File: config.mk
export PLATFORM = sky130hd
export DESIGN_NAME = fetch_stage
export DESIGN_NICKNAME = d
export VERILOG_FILES = /design/src/rtl/fetch_stage_pkg.sv /design/src/rtl/fetch_stage_npc.sv /design/src/rtl/fetch_stage.sv
export SDC_FILE = /design/constraint.sdc
export NUM_CORES = 1
export LEC_CHECK = 0
export BUFFER_PORTS_ARGS = -buffer_cell sky130_fd_sc_hd__buf_2
export CAP_MARGIN = 20
export CELL_PAD_IN_SITES_DETAIL_PLACEMENT = 0
export CELL_PAD_IN_SITES_GLOBAL_PLACEMENT = 1
export CORE_MARGIN = 4
export CORE_UTILIZATION = 25
export CTS_BUF_LIST = sky130_fd_sc_hd__clkbuf_8
export DETAILED_ROUTE_END_ITERATION = 10
export HOLD_SLACK_MARGIN = 0.15
export MAX_ROUTING_LAYER = met4
export PLACE_DENSITY_LB_ADDON = 0.15
export SYNTH_ARGS = -nofsm -noshare
export SYNTH_HDL_FRONTEND = slang
export SYNTH_SLANG_ARGS = --single-unit
File: constraint.sdc
create_clock -name clk -period 3.6 [get_ports clk]
set_clock_uncertainty 0.15 [all_clocks]
set_input_delay 0.36 -clock clk [delete_from_list [all_inputs] [get_ports clk]]
set_output_delay 0.36 -clock clk [all_outputs]
set_load 0.02 [all_outputs]
File: src/rtl/fetch_stage_pkg.sv
// ---------------------------------------------------------------------------
// fetch_stage_pkg -- shared CPU constants for the fetch stage.
//   PC_RESET        : first fetch address after reset
//   NPC_SEQ..NPC_JR : encodings of the ID-stage next-PC select (npc_sel)
//   ifid_t          : contents of the IF/ID pipeline register
// ---------------------------------------------------------------------------
package fetch_stage_pkg;

    localparam logic [31:0] PC_RESET = 32'h0000_3000;

    localparam logic [1:0] NPC_SEQ = 2'd0;  // F_PC + 4
    localparam logic [1:0] NPC_BR  = 2'd1;  // taken branch
    localparam logic [1:0] NPC_J   = 2'd2;  // j / jal
    localparam logic [1:0] NPC_JR  = 2'd3;  // jr / jalr

    typedef struct packed {
        logic [31:0] instr;
        logic [31:0] pc;
        logic [31:0] pc8;
        logic        valid;
    } ifid_t;

endpackage

File: src/rtl/fetch_stage_npc.sv
// ---------------------------------------------------------------------------
// npc -- combinational next-PC selection for the fetch stage.
// Ports:
//   f_pc           in  32  current fetch PC
//   npc_sel        in   2  select (NPC_SEQ / NPC_BR / NPC_J / NPC_JR)
//   id_pc          in  32  PC of the instruction in ID
//   id_imm16       in  16  branch offset (words, signed)
//   id_instr_index in  26  jump target field
//   id_rs_data     in  32  forwarded rs for jr/jalr
//   next_pc        out 32  PC to load into F_PC on the next edge
// All arithmetic is 32-bit modulo.
// ---------------------------------------------------------------------------
module npc
    import fetch_stage_pkg::*;
(
    input  logic [31:0] f_pc,
    input  logic [1:0]  npc_sel,
    input  logic [31:0] id_pc,
    input  logic [15:0] id_imm16,
    input  logic [25:0] id_instr_index,
    input  logic [31:0] id_rs_data,
    output logic [31:0] next_pc
);

    logic signed [31:0] br_off;

    always_comb begin
        // Word offset sign-extended and scaled to bytes.
        br_off  = {{14{id_imm16[15]}}, id_imm16, 2'b00};
        next_pc = f_pc + 32'd4;
        case (npc_sel)
            NPC_BR:  next_pc = id_pc + 32'd4 + $unsigned(br_off);
            NPC_J:   next_pc = {id_pc[31:28], id_instr_index, 2'b00};
            // Register target is taken as-is; misalignment is not masked here.
            NPC_JR:  next_pc = id_rs_data;
            default: next_pc = f_pc + 32'd4;
        endcase
    end

endmodule

File: src/rtl/fetch_stage.sv
// ---------------------------------------------------------------------------
// fetch_stage -- instruction fetch: F_PC register and IF/ID register.
// Configuration macro: DELAY_SLOT_EN
//   defined   : the instruction fetched alongside a redirect is kept
//               (branch delay slot) and latched with d_valid=1
//   undefined : a redirect loads a bubble (all zero, d_valid=0) into IF/ID
// Ports:
//   clk            in  1   system clock, rising edge
//   reset          in  1   synchronous, active-high
//   stall          in  1   freeze F_PC and IF/ID (wins over redirect)
//   npc_sel        in  2   ID redirect select
//   id_pc          in  32  PC of the ID instruction
//   id_imm16       in  16  branch offset field
//   id_instr_index in  26  jump target field
//   id_rs_data     in  32  forwarded rs value
//   im_addr        out 32  instruction-memory address (= F_PC)
//   im_rdata       in  32  instruction-memory data for im_addr
//   d_instr        out 32  IF/ID instruction
//   d_pc, d_pc8    out 32  IF/ID PC and PC+8
//   d_valid        out 1   IF/ID holds a real instruction
// ---------------------------------------------------------------------------
module fetch_stage
    import fetch_stage_pkg::*;
#(
    parameter logic [31:0] PC_RESET = fetch_stage_pkg::PC_RESET
) (
    input  logic        clk,
    input  logic        reset,
    input  logic        stall,
    input  logic [1:0]  npc_sel,
    input  logic [31:0] id_pc,
    input  logic [15:0] id_imm16,
    input  logic [25:0] id_instr_index,
    input  logic [31:0] id_rs_data,
    output logic [31:0] im_addr,
    input  logic [31:0] im_rdata,
    output logic [31:0] d_instr,
    output logic [31:0] d_pc,
    output logic [31:0] d_pc8,
    output logic        d_valid
);

    logic [31:0] f_pc;
    logic [31:0] next_pc;
    ifid_t       ifid_p1;
    logic        redirect_flush;

    npc u_npc (
        .f_pc           (f_pc),
        .npc_sel        (npc_sel),
        .id_pc          (id_pc),
        .id_imm16       (id_imm16),
        .id_instr_index (id_instr_index),
        .id_rs_data     (id_rs_data),
        .next_pc        (next_pc)
    );

`ifdef DELAY_SLOT_EN
    assign redirect_flush = 1'b0;
`else
    assign redirect_flush = (npc_sel != NPC_SEQ);
`endif

    // IF -> ID boundary
    always_ff @(posedge clk) begin
        if (reset) begin
            f_pc    <= PC_RESET;
            ifid_p1 <= '0;
        end else if (!stall) begin
            f_pc <= next_pc;
            if (redirect_flush) begin
                ifid_p1 <= '0;
            end else begin
                ifid_p1 <= '{instr: im_rdata, pc: f_pc, pc8: f_pc + 32'd8, valid: 1'b1};
            end
        end
    end

    assign im_addr = f_pc;
    assign d_instr = ifid_p1.instr;
    assign d_pc    = ifid_p1.pc;
    assign d_pc8   = ifid_p1.pc8;
    assign d_valid = ifid_p1.valid;

endmodule

==> reports/summary.txt <==
Max Clk Rate -> 322 MHz
row count -> 67
relative slew slack -> 48.4%
Synth Warn # -> 0
# Post-CTS Setup Buffers -> 0
CTS Sinks -> 126
largest net degree at the start of global routing -> 69
via count -> 8757
Area Growth Syn to Fin -> 29.3%
sequential area share after synthesis -> 29.7%
measured slew at the worst slew-check pin -> 0.774 ns
CTS tree -> yes
endpoint class of the critical path -> flip-flop
Final period util -> 86.2%
Setup TNS Final -> 0 ns
Core Footprint -> 33500 um^2
top_reg_cell synth -> dfxtp_1
post-CTS sizing -> 0
port buffer count -> 271
initial antenna violation count -> 4
FF+latch count, synth -> 126
Root Buffer -> clkbuf_8
most common cell after layout, fill and taps aside -> buf_2
H-tree depth -> 4
drt total wl -> 35000 um
Setup violations, final -> 0
cell area power density -> 363 nW/um^2
syn_area_per_cell -> 7.94 um^2
placer congestion estimate -> 0.880
Yosys cell types -> 84
post-DP HPWL -> 26100 um
Syn Inst Count -> 1071
most frequent cells in the layout -> buf_2 (269), nor2_1 (161), a21oi_1 (126), dfxtp_1 (126), nand2_1 (82)
total leakage power -> 5.19 nW
Critical Path Source Type -> flip-flop
DR pass1 iterations -> 6
Final Critical Period -> 3.10 ns
final hold vios -> 0
Post-synth EDFFs -> 0
Worst EP arrival -> 3.36 ns
Nets -> 1543
total CTS buffers -> 17
max-capacitance violation count -> 0
GRT overflow -> 0
Layout Utilization -> 32.8%
Hold Crit Class -> in2reg
height of the die -> 192 um
clock slew at reported path FFs -> 0.09 ns
WS Path Type -> reg2reg
Die Area -> 37000 um^2
DR vias/cell -> 4.85
Slew Limit Fails -> 0
vias in the first global route -> 8564
first-pass GRT wire length -> 52100 um
layout cells sized above 1 -> 26.6%
CTS max path bufs -> 2
DRC -> 0
Initial Util -> 25.4%
ANT nets after route -> 0
io pins -> 272
fraction of registers with async set/reset -> 0%
crit-path max FO -> 7
drt first-iter violations -> 467
Clock Latency Late Sink -> 0.46 ns
RSZ-0062 raised after global routing -> false
Worst EP required -> 3.86 ns
wire per inst -> 19.4 um
All-Layer GR Usage -> 18.8%
outcome -> finished, final reports clean
maximum vdd drop -> 0.000194 V
area of the mapped netlist -> 8510 um^2
Die Wd -> 192 um
Synth Net Count -> 1274
## critical path, cell delays in order, from the launching register on
cell and delay (ns):
dfxtp_1 0.50, ha_1 0.29, nand3_1 0.27, nor4_4 0.44
nand3_2 0.21, a21oi_1 0.20, o221a_2 0.21, o21ai_0 0.08
a31oi_1 0.15, dlygate4sd3_1 0.56
## Yosys cell counts, drive strengths merged, types with 18 or more instances
master    n  area share, %
ha       59            8.7
a22oi    29            2.6
xnor2    25            2.6
xor2     27            2.8
a21oi   126            7.4
buf      21            1.4
clkbuf   61            3.6
dfxtp   126             30
nand2    85            4.1
nand3    22            1.4
nor2    164            7.3
o21ai    44            2.6
and3     72            5.3
nor3     18            1.1
## state kept, by name (all words and copies together), names as in the netlist
signal,count
d_valid,1
d_pc,32
d_pc8,29
im_addr,32
d_instr,32
## report_power, final
group / leakage [nW] / switching (mW) / internal [mW]
sequential: 1.03 / 0.0913 / 1.45
combinational: 3.95 / 0.643 / 0.436
clock: 0.217 / 0.613 / 0.760
total: 5.19 / 1.35 / 2.64
## layout make-up
cell class              count  area [um^2]
flip-flops and latches    126         2520
diodes                      5         12.5
multi-input cells         845         5450
repair buffers            335         1980
clock buffers              18          248
fillers                  3692        22500
well taps                 448          561
inverters                  15         56.3
clock inverters            14          175
## logic make-up (layout without fill, tap and decap cells)
kind of cell               Yosys count  in the layout  synth area share [%]
and+or+nand+nor                    423            423                  24.8
AOI/OAI and AO/OA                  293            293                  21.9
DFF                                126            126                  29.7
buffers and inverters              100            382                  6.47
adders and majority gates           60             60                  8.91
xor gates and xnor gates            52             52                  5.35
muxes                               17             17                  2.91
other                                0              5                     0
## final timing paths
kind,startpoint,cells past startpoint,slack (ns),end
setup / recovery,im_addr[3]$_SDFFE_PP0N_,9,0.50,im_addr[16]$_SDFFE_PP0N_
hold / removal,id_rs_data[10],3,0.18,im_addr[10]$_SDFFE_PP0N_
setup reg to reg,im_addr[3]$_SDFFE_PP0N_,9,0.50,im_addr[16]$_SDFFE_PP0N_
hold reg to reg,d_pc[28]$_SDFFE_PP0N_,2,0.31,d_pc[28]$_SDFFE_PP0N_
## stage by stage
step / cells / total power [mW] / setup WS [ns] / hold WS, ns / cell area (um^2)
after floorplan: 1071 / 2.24 / 0.721 / 0.370 / 8510
after global routing: 1805 / 4.21 / 0.393 / 0.203 / 11000
after CTS: 1801 / 4.05 / 0.555 / 0.158 / 11000
after detailed placement: 1724 / 2.61 / 0.262 / 0.302 / 10100
after global placement: 1724 / 2.61 / 0.289 / 0.301 / 10100
final: 1806 / 3.99 / 0.497 / 0.184 / 11000
## routing by layer
| metal | routed length [um] | global-route usage (%) | vias up |
|---|---|---|---|
| met5 | 0 | - | - |
| met4 | 463 | 4.55 | 0 |
| met3 | 1930 | 2.97 | 26 |
| met2 | 15400 | 28.5 | 280 |
| met1 | 17200 | 26.3 | 4049 |
| li1 | - | - | 4402 |
## repair_timing
action / CTS / global route
setup endpoints to repair: 0 / 0
endpoints found under the hold margin: 42 / 0
hold buffers: 45 / 0
Power figures use the tool's default switching activity.
